[src/rtl/dct_pkg.sv]
// Shared types and elaboration-time helpers for the serial DCT engine:
// transform mode, FSM state codes, accumulator sizing and coefficient generation.
package dct_pkg;

    typedef enum logic {
        DCT_FWD = 1'b0,
        DCT_INV = 1'b1
    } dct_mode_e;

    localparam logic [1:0] ST_IDLE = 2'd0;
    localparam logic [1:0] ST_LOAD = 2'd1;
    localparam logic [1:0] ST_MAC  = 2'd2;
    localparam logic [1:0] ST_OUT  = 2'd3;

    function automatic int dct_acc_width(int in_w, int coeff_w, int n_pts);
        return in_w + coeff_w + $clog2(n_pts);
    endfunction

    // Entry C[k][n] of the orthonormal DCT-II matrix, rounded to nearest in Q1.frac_bits.
    // Integer-only (Q30 Taylor series) so it folds to a constant during elaboration.
    function automatic int dct_coeff(int n_pts, int k, int n, int frac_bits);
        longint pi_q30;
        longint sqrt2_q30;
        longint x;
        longint x2;
        longint term;
        longint sum;
        longint scale;
        longint prod;
        int     m;
        int     r;
        int     p;
        bit     neg;
        pi_q30    = 64'sd3373259426;
        sqrt2_q30 = 64'sd1518500250;
        m   = ((2 * n + 1) * k) % (4 * n_pts);
        neg = 1'b0;
        if (m <= n_pts) begin
            r = m;
        end else if (m <= 2 * n_pts) begin
            r   = 2 * n_pts - m;
            neg = 1'b1;
        end else if (m <= 3 * n_pts) begin
            r   = m - 2 * n_pts;
            neg = 1'b1;
        end else begin
            r = 4 * n_pts - m;
        end
        x    = (longint'(r) * pi_q30) / longint'(2 * n_pts);
        x2   = (x * x) >>> 30;
        term = 64'sd1 <<< 30;
        sum  = term;
        for (int i = 1; i <= 12; i++) begin
            term = -((term * x2) >>> 30) / longint'((2 * i - 1) * (2 * i));
            sum  = sum + term;
        end
        if (sum < 0) begin
            sum = 0;
        end
        // c(k)^2 is 2^-p; odd p needs the extra factor of sqrt(2)
        p = (k == 0) ? $clog2(n_pts) : $clog2(n_pts) - 1;
        if (p % 2 == 0) begin
            scale = (64'sd1 <<< 30) >>> (p / 2);
        end else begin
            scale = sqrt2_q30 >>> ((p + 1) / 2);
        end
        prod = sum * scale;
        prod = (prod + (64'sd1 <<< (59 - frac_bits))) >>> (60 - frac_bits);
        return neg ? -int'(prod) : int'(prod);
    endfunction

endpackage

[src/rtl/dct_serial_engine_if.sv]
// Sample-in / coefficient-out streaming bus of the serial DCT engine.
// The engine connects through the slave modport, its driver through master.
interface dct_serial_engine_if #(
    parameter int N     = 8,
    parameter int IN_W  = 16,
    parameter int OUT_W = 16
);
    localparam int IDX_W = $clog2(N);

    logic                    in_valid;
    logic                    in_ready;
    logic signed [IN_W-1:0]  in_data;
    logic                    in_mode;
    logic                    out_valid;
    logic                    out_ready;
    logic signed [OUT_W-1:0] out_data;
    logic [IDX_W-1:0]        out_index;
    logic                    out_last;
    logic                    busy;

    modport master (
        output in_valid, in_data, in_mode, out_ready,
        input  in_ready, out_valid, out_data, out_index, out_last, busy
    );

    modport slave (
        input  in_valid, in_data, in_mode, out_ready,
        output in_ready, out_valid, out_data, out_index, out_last, busy
    );

endinterface

[src/rtl/dct_coeff_rom.sv]
// Combinational DCT-II coefficient ROM addressed by {k, n}; contents are
// generated from dct_pkg::dct_coeff while the design elaborates.
module dct_coeff_rom
    import dct_pkg::*;
#(
    parameter int  N         = 8,
    parameter int  COEFF_W   = 16,
    parameter int  FRAC_BITS = 15,
    localparam int IDX_W     = $clog2(N)
) (
    input  logic [2*IDX_W-1:0]        addr,
    output logic signed [COEFF_W-1:0] coeff
);

    logic signed [COEFF_W-1:0] rom [N*N];

    for (genvar k = 0; k < N; k++) begin : g_row
        for (genvar n = 0; n < N; n++) begin : g_col
            localparam int CVAL = dct_coeff(N, k, n, FRAC_BITS);
            assign rom[k*N+n] = COEFF_W'(CVAL);
        end
    end

    assign coeff = rom[addr];

endmodule

[src/rtl/dct_serial_engine.sv]
// Serial N-point orthonormal DCT-II/DCT-III engine: buffered samples, one MAC per cycle.
// Define DCT_SAT_EN to clamp out-of-range results; otherwise they wrap to OUT_W bits.
module dct_serial_engine
    import dct_pkg::*;
#(
    parameter int N         = 8,
    parameter int IN_W      = 16,
    parameter int COEFF_W   = 16,
    parameter int OUT_W     = 16,
    parameter int FRAC_BITS = 15
) (
    input logic               clk,
    input logic               rst_n,
    dct_serial_engine_if.slave bus
);

    localparam int ACC_W  = dct_acc_width(IN_W, COEFF_W, N);
    localparam int IDX_W  = $clog2(N);
    localparam int CNT_W  = IDX_W + 1;
    localparam int PROD_W = IN_W + COEFF_W;
    localparam logic signed [ACC_W-1:0] RND_BIAS = ACC_W'(1) <<< (FRAC_BITS - 1);

    logic [1:0]               state_q, state_d;
    logic [CNT_W-1:0]         n_q, n_d;
    logic [IDX_W-1:0]         k_q, k_d;
    logic signed [ACC_W-1:0]  acc_q, acc_d;
    dct_mode_e                mode_q, mode_d;
    logic signed [IN_W-1:0]   samp_q [N];
    logic signed [IN_W-1:0]   samp_d [N];
    logic signed [OUT_W-1:0]  out_q, out_d;

    logic [IDX_W-1:0]         n_idx;
    logic [2*IDX_W-1:0]       rom_addr;
    logic signed [COEFF_W-1:0] coeff;
    logic signed [PROD_W-1:0] prod;
    logic signed [ACC_W-1:0]  prod_ext;
    logic signed [OUT_W-1:0]  acc_out;

    // The inverse transform reuses the forward ROM with the address transposed.
    assign n_idx    = n_q[IDX_W-1:0];
    assign rom_addr = (mode_q == DCT_INV) ? {n_idx, k_q} : {k_q, n_idx};

    dct_coeff_rom #(
        .N         (N),
        .COEFF_W   (COEFF_W),
        .FRAC_BITS (FRAC_BITS)
    ) u_rom (
        .addr  (rom_addr),
        .coeff (coeff)
    );

    assign prod     = PROD_W'(samp_q[n_idx]) * PROD_W'(coeff);
    assign prod_ext = ACC_W'(prod);

`ifdef DCT_SAT_EN
    localparam logic signed [ACC_W-1:0] OUT_MAX = (ACC_W'(1) <<< (OUT_W - 1)) - ACC_W'(1);
    localparam logic signed [ACC_W-1:0] OUT_MIN = -(ACC_W'(1) <<< (OUT_W - 1));

    logic signed [ACC_W-1:0] acc_rnd;

    assign acc_rnd = (acc_q + RND_BIAS) >>> FRAC_BITS;

    always_comb begin
        if (acc_rnd > OUT_MAX) begin
            acc_out = OUT_MAX[OUT_W-1:0];
        end else if (acc_rnd < OUT_MIN) begin
            acc_out = OUT_MIN[OUT_W-1:0];
        end else begin
            acc_out = acc_rnd[OUT_W-1:0];
        end
    end
`else
    assign acc_out = OUT_W'((acc_q + RND_BIAS) >>> FRAC_BITS);
`endif

    // MAC runs one extra cycle (n == N) to register the rounded result.
    always_comb begin
        state_d = state_q;
        n_d     = n_q;
        k_d     = k_q;
        acc_d   = acc_q;
        mode_d  = mode_q;
        samp_d  = samp_q;
        out_d   = out_q;
        case (state_q)
            ST_IDLE: begin
                if (bus.in_valid) begin
                    samp_d[0] = bus.in_data;
                    mode_d    = dct_mode_e'(bus.in_mode);
                    n_d       = CNT_W'(1);
                    state_d   = ST_LOAD;
                end
            end
            ST_LOAD: begin
                if (bus.in_valid) begin
                    samp_d[n_idx] = bus.in_data;
                    if (n_q == CNT_W'(N - 1)) begin
                        n_d     = '0;
                        k_d     = '0;
                        acc_d   = '0;
                        state_d = ST_MAC;
                    end else begin
                        n_d = n_q + CNT_W'(1);
                    end
                end
            end
            ST_MAC: begin
                if (n_q == CNT_W'(N)) begin
                    out_d   = acc_out;
                    state_d = ST_OUT;
                end else begin
                    acc_d = acc_q + prod_ext;
                    n_d   = n_q + CNT_W'(1);
                end
            end
            ST_OUT: begin
                if (bus.out_ready) begin
                    n_d   = '0;
                    acc_d = '0;
                    if (k_q == IDX_W'(N - 1)) begin
                        k_d     = '0;
                        state_d = ST_IDLE;
                    end else begin
                        k_d     = k_q + IDX_W'(1);
                        state_d = ST_MAC;
                    end
                end
            end
            default: begin
                state_d = ST_IDLE;
            end
        endcase
    end

    always_ff @(posedge clk or negedge rst_n) begin
        if (!rst_n) begin
            state_q <= ST_IDLE;
            n_q     <= '0;
            k_q     <= '0;
            acc_q   <= '0;
            mode_q  <= DCT_FWD;
            out_q   <= '0;
            for (int i = 0; i < N; i++) begin
                samp_q[i] <= '0;
            end
        end else begin
            state_q <= state_d;
            n_q     <= n_d;
            k_q     <= k_d;
            acc_q   <= acc_d;
            mode_q  <= mode_d;
            out_q   <= out_d;
            samp_q  <= samp_d;
        end
    end

    assign bus.in_ready  = (state_q == ST_IDLE) || (state_q == ST_LOAD);
    assign bus.out_valid = (state_q == ST_OUT);
    assign bus.out_data  = out_q;
    assign bus.out_index = k_q;
    assign bus.out_last  = (state_q == ST_OUT) && (k_q == IDX_W'(N - 1));
    assign bus.busy      = (state_q != ST_IDLE);

endmodule

[src/flat_wrapper.sv]
// flat-port wrapper written by rule: the top's interface ports become plain ports
module dct_serial_engine_flat import dct_pkg::*;
#(
    parameter int N         = 8,
    parameter int IN_W      = 16,
    parameter int COEFF_W   = 16,
    parameter int OUT_W     = 16,
    parameter int FRAC_BITS = 15
)
  (clk, rst_n, bus_in_valid, bus_in_data, bus_in_mode, bus_out_ready, bus_in_ready, bus_out_valid, bus_out_data, bus_out_index, bus_out_last, bus_busy);
  dct_serial_engine_if #(.N(N), .IN_W(IN_W), .OUT_W(OUT_W)) bus_i ();
  input logic clk;
  input logic rst_n;
  input wire logic [$bits(bus_i.in_valid)-1:0] bus_in_valid;
  input wire logic [$bits(bus_i.in_data)-1:0] bus_in_data;
  input wire logic [$bits(bus_i.in_mode)-1:0] bus_in_mode;
  input wire logic [$bits(bus_i.out_ready)-1:0] bus_out_ready;
  output wire logic [$bits(bus_i.in_ready)-1:0] bus_in_ready;
  output wire logic [$bits(bus_i.out_valid)-1:0] bus_out_valid;
  output wire logic [$bits(bus_i.out_data)-1:0] bus_out_data;
  output wire logic [$bits(bus_i.out_index)-1:0] bus_out_index;
  output wire logic [$bits(bus_i.out_last)-1:0] bus_out_last;
  output wire logic [$bits(bus_i.busy)-1:0] bus_busy;
  assign bus_i.in_valid = bus_in_valid;
  assign bus_i.in_data = bus_in_data;
  assign bus_i.in_mode = bus_in_mode;
  assign bus_i.out_ready = bus_out_ready;
  assign bus_in_ready = bus_i.in_ready;
  assign bus_out_valid = bus_i.out_valid;
  assign bus_out_data = bus_i.out_data;
  assign bus_out_index = bus_i.out_index;
  assign bus_out_last = bus_i.out_last;
  assign bus_busy = bus_i.busy;
  dct_serial_engine #(.N(N), .IN_W(IN_W), .COEFF_W(COEFF_W), .OUT_W(OUT_W), .FRAC_BITS(FRAC_BITS)) u_core (.clk(clk), .rst_n(rst_n), .bus(bus_i));
endmodule
[config.mk]
export PLATFORM = sky130hd
export DESIGN_NAME = dct_serial_engine_flat
export DESIGN_NICKNAME = d
export VERILOG_FILES = /design/src/rtl/dct_pkg.sv /design/src/rtl/dct_serial_engine_if.sv /design/src/rtl/dct_coeff_rom.sv /design/src/rtl/dct_serial_engine.sv /design/src/flat_wrapper.sv
export SDC_FILE = /design/constraint.sdc
export NUM_CORES = 1
export LEC_CHECK = 0
export CAP_MARGIN = 20
export CORE_ASPECT_RATIO = 0.6
export CORE_MARGIN = 8
export CORE_UTILIZATION = 28
export CTS_BUF_LIST = sky130_fd_sc_hd__clkbuf_16
export CTS_CLUSTER_DIAMETER = 150
export DETAILED_ROUTE_END_ITERATION = 10
export SLEW_MARGIN = 30
export SYNTH_ARGS = -nofsm -noshare
export SYNTH_HDL_FRONTEND = slang
export SYNTH_SLANG_ARGS = --single-unit
[constraint.sdc]
create_clock -name clk -period 17.65 [get_ports clk]
set_input_delay 3.53 -clock clk [delete_from_list [all_inputs] [get_ports clk]]
set_output_delay 3.53 -clock clk [all_outputs]
set_load 0.02 [all_outputs]
# [Yosys cells after proc, flatten, opt, wreduce, memory -nomap -nowiden]
# Memories as Yosys holds them, arrays and structs flattened.
# Cells that the tools add are included.
[op_classes] n_addsub=4 n_mul=1 reduce_logical=16 mux=35 bitwise_logic=2 order_cmp=3 n_shift=0 eq_ne=12 div_mod_pow=0
[op_table] cell="$mux 35" count=4
[op_table] cell="$bwmux 128" count=1
[op_table] cell="$mux 128" count=1
[op_table] cell="$pmux 35 s3" count=1
[op_table] cell="$mux 16" count=6
[op_table] cell="$bmux 16 s3" count=1
[op_table] cell="$demux 16 s3" count=1
[op_table] cell="$add 35x32->35" count=1
[op_table] cell="$mul 16x16->32" count=1
[op_table] cell="$pmux 16 s2" count=1
[op_table] cell="$add 31x16->31 const B" count=1
[op_table] cell="$mux 4" count=5
[op_table] cell="$pmux 4 s4" count=1
[op_table] cell="$mux 2" count=6
[op_table] cell="$mux 3" count=4
[op_table] cell="$reduce_and 5->1" count=2
[op_table] cell="$ne 2x2->1 const B" count=4
[op_table] cell="$pmux 2 s4" count=1
[op_table] cell="$reduce_and 4->1" count=2
[op_table] cell="$ge 7x7->1 const B" count=1
[op_table] cell="$not 6->7" count=1
[op_table] cell="$mux 6" count=1
[op_table] cell="$pmux 3 s2" count=1
[op_table] cell="$reduce_and 2->1" count=3
[op_table] cell="other kinds (17)" count=22
[word_totals] regBits=189 mem_bits_rw=0 elab_cells=88 output_inout_bits=23 inputBits=21 latch_bits=0 memories=1 romBits=1024
[mem_list] name="(name not given)" depth=64 word_bits=16 read_ports=1 rd_ports_with_merged_regs=0 wr=0 line="dct_coeff_rom.sv:24" rtl="assign coeff = rom[addr];"

# [Logic depth before layout (Yosys ltp)]
# Gate-level depths: netlist of the first run.
[logic_depth] word_depth=9 mapped_depth=33 depth_no_buf=31

# [Hierarchy]
# From an unflattened synthesis of the first run, not the netlist that was laid out.
[unflattened] cells_unflattened=2012 area_unflattened_um2=20094.3
[by_module_without_submodules] module="dct_serial_engine" cells_per_inst=1813 area_each_um2=18734.2 instances=1
[by_module_without_submodules] module="dct_coeff_rom" cells_per_inst=199 area_each_um2=1360.1 instances=1

# [Least setup slack after synthesis of the first run]
# Ideal clock, no wire load.
[synth_timing] path_kind="register to register" from="reg u_core.k_q[0], in the netlist u_core.bus.out_index[0]" to="reg u_core.acc_q[30]" required_time_ns=17.574 synth_period_minus_slack_ns=7.870 arrival_time_ns=7.793 path_stages_with_launch=31 setup_time_ns=0.076 path_slack_ns=9.780 path_cell_list="dfrtp_1 > buf_2 > mux2i_2 > ha_1 > clkbuf_1 > o21ai_0 > a22oi_1 > xnor2_1 > a22oi_1 > o21ai_0 > clkbuf_1 > nand2_1 > fa_1 > inv_1 > fa_1 > fa_1 > fa_1 > fa_1 > inv_1 > fa_1 > inv_1 > ha_1 > buf_2 > nand3_2 > or4_1 > o211ai_2 > a211oi_2 > nor3_1 > o41a_1 > xnor3_1 > o21ai_1"
[synth_via] elab_chain_cells=9
[synth_rtl] element="start: declaration" line="dct_serial_engine.sv:25" rtl="logic [IDX_W-1:0] k_q, k_d;"
[synth_rtl] element="start signal: assignment" line="dct_serial_engine.sv:149" rtl="k_q <= k_d;"
[synth_rtl] element="$mux 6" line="dct_serial_engine.sv:41" rtl="assign rom_addr = (mode_q == DCT_INV) ? {n_idx, k_q} : {k_q, n_idx};"
[synth_rtl] element="$not 6->7 (not written as such)" line="dct_coeff_rom.sv:24"
[synth_rtl] element="$mem_v2 64x16"
[synth_rtl] element="$mux 16 (not written as such) (2 in series)" line="dct_coeff_rom.sv:24"
[synth_rtl] element="$mul 16x16->32" line="dct_serial_engine.sv:52" rtl="assign prod = PROD_W'(samp_q[n_idx]) * PROD_W'(coeff);"
[synth_rtl] element="$add 35x32->35" line="dct_serial_engine.sv:112" rtl="acc_d = acc_q + prod_ext;"
[synth_rtl] element="$mux 35" line="dct_serial_engine.sv:108" rtl="if (n_q == CNT_W'(N)) begin"
[synth_rtl] element="$pmux 35 s3" line="dct_serial_engine.sv:85" rtl="case (state_q)"
[synth_rtl] element="end signal: assignment" line="dct_serial_engine.sv:140" rtl="acc_q <= '0;"
[synth_rtl] element="end signal: assignment" line="dct_serial_engine.sv:150" rtl="acc_q <= acc_d;"
[synth_rtl] element="end: declaration" line="dct_serial_engine.sv:26" rtl="logic signed [ACC_W-1:0] acc_q, acc_d;"
# No other way between the ends. The select of a mux whose other input is x is not followed.
# A chain may end at the register's enable or synchronous reset.

# [Final worst setup path of the first run]
[layout_timing] from="reg u_core.n_q[0]" to="reg u_core.acc_q[30]"
[layout_via] elab_chain_cells=9 word_cells_on_any_way=18 cone_classes="1 x add/sub; 1 x mul; 4 x eq/ne; 8 x mux; 2 x bitwise; 1 x reduce/logical; 1 x memory"
[layout_rtl] element="start: declaration" line="dct_serial_engine.sv:24" rtl="logic [CNT_W-1:0] n_q, n_d;"
[layout_rtl] element="start signal: assignment" line="dct_serial_engine.sv:148" rtl="n_q <= n_d;"
[layout_rtl] element="$mux 6" line="dct_serial_engine.sv:41"
[layout_rtl] element="$not 6->7 (not written as such)" line="dct_coeff_rom.sv:24"
[layout_rtl] element="$mem_v2 64x16"
[layout_rtl] element="$mux 16 (not written as such) (2 in series)" line="dct_coeff_rom.sv:24"
[layout_rtl] element="$mul 16x16->32" line="dct_serial_engine.sv:52"
[layout_rtl] element="$add 35x32->35" line="dct_serial_engine.sv:112"
[layout_rtl] element="$mux 35" line="dct_serial_engine.sv:108"
[layout_rtl] element="$pmux 35 s3" line="dct_serial_engine.sv:85"
# Parallel ways exist; a longest one is shown, timed or not. The select of a mux whose other input is x is not followed.

==> metrics.md, run 1 <==
| Metric | Value |
|---|---|
| Max incr delay on CP | `0.84 ns` |
| Initial antenna violation count | `0` |
| Clk Latency, worst-skew pair | `0.47 ns` |
| Vias in the first global route | `15,517` |
| Sequential fraction of the synthesis area | `23.3%` |
| Post-Syn Instances | `2,027` |
| Synth-to-Final Area Change | `10.8%` |
| Routed length per instance | `18.7 um` |
| Clk slew on worst S/H paths | `0.07 ns` |
| Outcome | `finished, final reports clean` |
| Clock Tree Buf Depth | `2` |
| Drt initial violations | `1,300` |
| Slew Limit Headroom | `33.5%` |
| Routed WL | `55,600 um` |
| #FFs+latches synth | `185` |
| CTS Hold Bufs | `0` |
| Starting density of the core | `28.3%` |
| Vias per cell | `4.91` |
| Area of the die | `0.0799 mm2` |
| Crit Path Class | `reg2reg` |
| Max Cap Viol | `0` |
| Number of gates resized after cts | `0` |
| Worst Tran Pin Value | `0.995 ns` |
| DP HPWL | `43,100 um` |
| CP most frequent cell | `fa_1` |
| I/O pin count | `44` |
| Top layer in use | `met4` |
| DR DRC count | `0` |
| Via count | `14,584` |
| Syn_nets | `2,439` |
| WL met1 | `27,200 um` |
| Worst Skew | `0.0127 ns` |
| Tmin final | `9.35 ns` |
| CTS buffer count | `17` |
| Post-Synthesis Mean Instance Area | `9.78 um2` |
| Final nets | `2,449` |
| Post-synthesis async set-or-reset flop share | `100%` |
| WL met2 | `23,000 um` |
| HP Class | `reg2reg` |
| Yosys warns | `0` |
| ANT nets after route | `0` |
| Tcrit/Tclk final | `53.0%` |
| CP max stage cell | `dfrtp_1` |
| Critical path endpoint category | `register` |
| Final Setup Violations | `0` |
| Clock sink count | `185` |
| I/O Buffers | `43` |
| Die X | `360 um` |
| Distinct cells, synth | `78` |
| Largest net degree at the start of global routing | `119` |
| Drt pass-1 iters | `7` |
| Layout cells sized above 1 | `12.3%` |
| WP data arrival | `9.68 ns` |
| Fin. Hold Viols | `0` |
| Overall routing resource usage | `14.1%` |
| H-tree levels | `4` |
| Commonest non-fill, non-tap cell in the layout | `inv_1` |
| Core area | `0.0700 mm2` |
| Unrepaired setup endpoints after global routing | `no` |
| First-pass GRT wire length | `89,500 um` |
| Max Clk Rate | `0.107 GHz` |
| Fin Setup TNS | `0 ns` |
| TritonCTS clock tree | `done` |
| Root buf cell | `clkbuf_16` |
| Post-CTS setup buffers | `0` |
| Main synth FF type | `dfrtp_1` |
| Final-report max-slew violation count | `0` |
| # rows | `75` |
| Post-synth EDFFs | `0` |
| Placer Congestion | `0.899` |
| Req. time, crit path | `17.99 ns` |
| Routed length on met3 | `4670 um` |
| Total global routing overflow | `0` |
| Die H | `222 um` |
| Nature of the critical path startpoint | `register` |
| Crit-path max FO | `23` |
| Most frequent cells in the layout | `367 x inv_1, 285 x fa_1, 189 x nor2_1` |
| Post-Syn Area | `0.0198 mm2` |
[cell usage after synthesis (all sizes together) (3+ instances only)]
master    n  share of area, %
nand3    26              0.68
o31ai     6              0.23
o21ai    67               1.7
a211oi   12              0.50
clkbuf   46              0.87
nor3      8              0.20
or4      18              0.68
o211ai   11              0.44
and3      9              0.28
or3       6              0.19
a21oi    60               1.6
or2       6              0.19
a22oi     7              0.29
a21o      9              0.34
a32oi     3              0.13
nor4     13              0.50
and4      4              0.18
nor2    190               3.6
a31oi     7              0.25
a22o      8              0.35
nand4     4              0.13
o21a      5              0.19
o21bai    4              0.17
o311ai    3              0.13
dfrtp   185                23
mux2    137               7.8
buf      47               1.3
fa      285                29
nor2b    10              0.32
a32o      3              0.15
xnor2    30               1.5
nand2   155               2.9
a311oi    3              0.13
nand2b   20              0.63
and2     23              0.73
inv     369               7.0
mux2i    11              0.76
xor2     24               1.1
ha      106               6.7
o22ai    65               2.1
[critical path: cells and delay by family, from the launching register on]
family	cells	cell delay [ns]
buffers and inverters	5	0.49
adders and majority gates	8	3.68
DFF	1	0.84
and+or+nand+nor	2	0.30
AOI/OAI and AO/OA	12	3.20
muxes	1	0.30
xor gates and xnor gates	1	0.38
[kinds of logic (layout without fill, tap and decap cells)]
family	count (synthesis)	count (layout)	share of synthesized area [%]
and+or+nand+nor	498	498	11.5
buffers and inverters	462	483	9.17
adders and majority gates	391	391	35.5
AOI/OAI and AO/OA	288	288	9.32
DFF	185	185	23.3
muxes	148	148	8.56
xor gates and xnor gates	55	55	2.63
other	0	1	0
[through the flow]
stage / area (um2) / utilization (%) / hold slack [ns] / setup WS, ns / std cells
finish: 22000 / 31.4 / 0.498 / 8.30 / 2973
global route: 22000 / 31.4 / 0.521 / 7.81 / 2972
CTS: 21900 / 31.3 / 0.502 / 8.15 / 2971
detailed placement: 21400 / 30.5 / 0.486 / 8.16 / 2941
global placement: 21300 / 30.5 / 0.473 / 8.10 / 2941
floorplan: 19800 / - / 0.455 / 9.78 / 2027
[per-layer routing]
layer	track usage, %	up-vias
li1	-	6544
met4	2.80	0
met2	20.1	519
met3	3.78	52
met1	21.2	7469
met5	0.428	-
[layout make-up]
type / count / area, um2
Timing Repair Buffer: 84 / 767
Fill cell: 7146 / 48000
Antenna cell: 1 / 2.50
Tap cell: 924 / 1160
Clock inverter: 13 / 143
Clock buffer: 17 / 425
Multi-Input combinational cell: 1380 / 13500
Inverter: 369 / 1390
Sequential cell: 185 / 4630
[path summary, 6_finish.rpt]
kind                                               from                       endpoint  depth (start not counted)  slack (ns)
setup reg to reg              u_core.n_q[0]$_DFFE_PN0P_   u_core.acc_q[30]$_DFFE_PN0P_                         29        8.30
hold / removal             u_core.acc_q[13]$_DFFE_PN0P_   u_core.acc_q[13]$_DFFE_PN0P_                          2        0.50
min in group asynchronous                         rst_n   u_core.acc_q[10]$_DFFE_PN0P_                          1        2.92
setup / recovery              u_core.n_q[0]$_DFFE_PN0P_   u_core.acc_q[30]$_DFFE_PN0P_                         29        8.30
hold reg to reg            u_core.acc_q[13]$_DFFE_PN0P_   u_core.acc_q[13]$_DFFE_PN0P_                          2        0.50
max in group asynchronous                         rst_n  u_core.samp_q[84]$_DFFE_PN0P_                          3       13.33
[flip-flops by register name, indices dropped and copies added, names as in the netlist]
name and count:
u_core.state_q 2, u_core.bus.out_data 16, u_core.samp_q 128, u_core.mode_q 1, u_core.acc_q 31, u_core.n_q 4, u_core.bus.out_index 3
Power of run 1 is not shown: default switching activity piles up to over one toggle a cycle in this logic, so the estimate is an artifact.
==> run 2, diff against run 1 <==
clock period = 9.6 ns   (was 17.65 ns; I/O delays follow)
==> run 2 against run 1 <==
  * Routed wire length up 1.4%
  * Fmax up 3.5%
  * Utilization up 0.12 points
  * Via count up 1.3%
  * First-iteration DRC count up 10%
  * Cell area up 0.38%
  * Sequential share of layout area down 0.085 points
  * Register-to-register slack worse by 7.7 ns
  * Non-clock buffer count up 20
  * Clock skew up 0.0019 ns
  * Critical endpoint unchanged
==> metrics.md, run 2 (same netlist as run 1, synthesis figures left out) <==
| Metric | Value |
|---|---|
| Final-report max-slew violation count | `0` |
| Starting density of the core | `28.3%` |
| Nature of the critical path startpoint | `register` |
| Final nets | `2,469` |
| Req. time, crit path | `9.94 ns` |
| Fin. Hold Viols | `0` |
| Clock Tree Buf Depth | `2` |
| Via count | `14,770` |
| Post-Place Setup Slack | `0.645 ns` |
| Sequential cell area | `0.00463 mm2` |
| Clk Latency, worst-skew pair | `0.48 ns` |
| Worst Skew | `0.0145 ns` |
| WP data arrival | `9.38 ns` |
| Total global routing overflow | `0` |
| Fin Setup TNS | `0 ns` |
| Final worst slack | `0.568 ns` |
| Largest Register | `u_core.samp_q` |
| Critical path endpoint category | `register` |
| Initial antenna violation count | `1` |
| Max Cap Viol | `0` |
| Clk slew on worst S/H paths | `0.08 ns` |
| Outcome | `finished, final reports clean` |
| Drt pass-1 iters | `6` |
| Final Setup Violations | `0` |
| TritonCTS clock tree | `done` |
| Largest net degree at the start of global routing | `112` |
| Root buf cell | `clkbuf_16` |
| Max Clk Rate | `0.111 GHz` |
| Crit-path max FO | `16` |
| CTS buffer count | `17` |
| Area of the die | `0.0799 mm2` |
| Tcrit/Tclk final | `94.1%` |
| Vias per cell | `4.93` |
| Tmin final | `9.03 ns` |
| Layout cells sized above 1 | `12.9%` |
| # rows | `75` |
| Drt initial violations | `1,430` |
| Met2 usage | `19.9%` |
| H-tree levels | `4` |
| # diodes | `0` |
| Die H | `222 um` |
| I/O Buffers | `43` |
| Synth-to-Final Area Change | `11.3%` |
| Fin cells | `2,994` |
| Post-CTS setup buffers | `0` |
| Routed length per instance | `18.8 um` |
| Met1 GRT Util | `21.5%` |
| # fillers | `7,221` |
| Worst Tran Pin Value | `1.01 ns` |
| DR DRC count | `0` |
| Inst Count DP | `2,961` |
| Number of gates resized after cts | `0` |
| Slew Limit Headroom | `32.5%` |
| Placer Congestion | `0.913` |
| ANT nets after route | `0` |
| DP HPWL | `44,400 um` |
| Die X | `360 um` |
| Area occupied by multi-input gates | `0.0134 mm2` |
| First-pass GRT wire length | `91,500 um` |
| Vias in the first global route | `15,736` |
| Routed WL | `56,400 um` |
| I/O pin count | `44` |
| Max reg flops | `128` |
| Commonest non-fill, non-tap cell in the layout | `inv_1` |
| Met3 usage | `4.55%` |
| Core area | `0.0700 mm2` |
| Clock sink count | `185` |
| Crit Path Class | `reg2reg` |
| Most frequent cells in the layout | `366 x inv_1, 285 x fa_1, 189 x nor2_1` |
| Overall routing resource usage | `14.5%` |
| HP Class | `reg2reg` |
| CTS Hold Bufs | `0` |
| Unrepaired setup endpoints after global routing | `no` |
| Global route hottest layer | `met1` |
-- run 2: cell count changes in the layout (fill, tap and decap cells not counted), sizes merged --
cell and change:
buf +20, bufinv -2, clkinv +3, diode -1
inv +1
-- run 2: stage by stage --
stage | hold slack (ns) | cell area, um2 | utilization, %
detailed placement | 0.481 | 21500 | 30.7
global placement | 0.468 | 21500 | 30.7
floorplan | 0.455 | 19800 | -
finish | 0.498 | 22100 | 31.5
CTS | 0.500 | 22000 | 31.5
global route | 0.517 | 22100 | 31.5
-- run 2: metal layers --
layer	wire (um)	up-vias	share of wire [%]
met5	13	-	0.023
met4	1220	2	2.2
met3	5610	92	10
met2	22500	581	40
met1	27100	7510	48
li1	-	6585	-
-- run 2: path summary, 6_finish.rpt --
path                                         startpoint                        endpoint  slack, ns  depth (start not counted)
min in group asynchronous                         rst_n    u_core.samp_q[8]$_DFFE_PN0P_       1.33                          1
max in group asynchronous                         rst_n  u_core.samp_q[110]$_DFFE_PN0P_       6.86                          3
min                        u_core.acc_q[13]$_DFFE_PN0P_    u_core.acc_q[13]$_DFFE_PN0P_       0.50                          2
max                           u_core.mode_q$_DFFE_PN0P_    u_core.acc_q[30]$_DFFE_PN0P_       0.57                         26
max reg2reg                   u_core.mode_q$_DFFE_PN0P_    u_core.acc_q[30]$_DFFE_PN0P_       0.57                         26
min reg2reg                u_core.acc_q[13]$_DFFE_PN0P_    u_core.acc_q[13]$_DFFE_PN0P_       0.50                          2
-- run 2: worst max-delay path: stages (launching register included) --
cell	delay [ns]
dfrtp_1	0.55
mux2i_4	0.47
inv_1	0.26
ha_1	0.26
o211ai_1	0.39
o21ai_0	0.16
o221ai_1	0.29
o31a_1	0.76
nand2_1	0.21
fa_1	0.56
inv_1	0.05
fa_1	0.45
ha_1	0.33
fa_1	0.47
fa_1	0.50
inv_1	0.05
fa_1	0.48
inv_1	0.06
ha_1	0.34
a21oi_1	0.14
o21ai_0	0.24
a31o_2	0.35
a211oi_2	0.49
nor3_1	0.15
o41a_1	0.41
xnor3_1	0.39
o21ai_1	0.06
-- run 2: area by class of cell --
cell class	instances	area share, %
Clock buffer	17	1.93
Inverter	369	6.28
Sequential cell	185	21.0
Timing Repair Buffer	104	4.16
Clock inverter	15	0.607
Multi-Input combinational cell	1380	60.8
Tap cell	924	5.24
Power of run 2 is left out for the same reason.
==> run 3, diff against run 2 <==
==> constraint.sdc (replaced) <==
create_clock -name clk -period 9.6 [get_ports clk]
set_input_delay 0.96 -clock clk [delete_from_list [all_inputs] [get_ports clk]]
set_output_delay 0.96 -clock clk [all_outputs]
set_load 0.02 [all_outputs]
==> results of run 3 <==
The final DEF is identical to that of run 2. Status: finished, final reports clean.
Main changes from that run: hold slack 0.498 ns -> 0.372 ns
Power of run 3 is left out for the same reason.
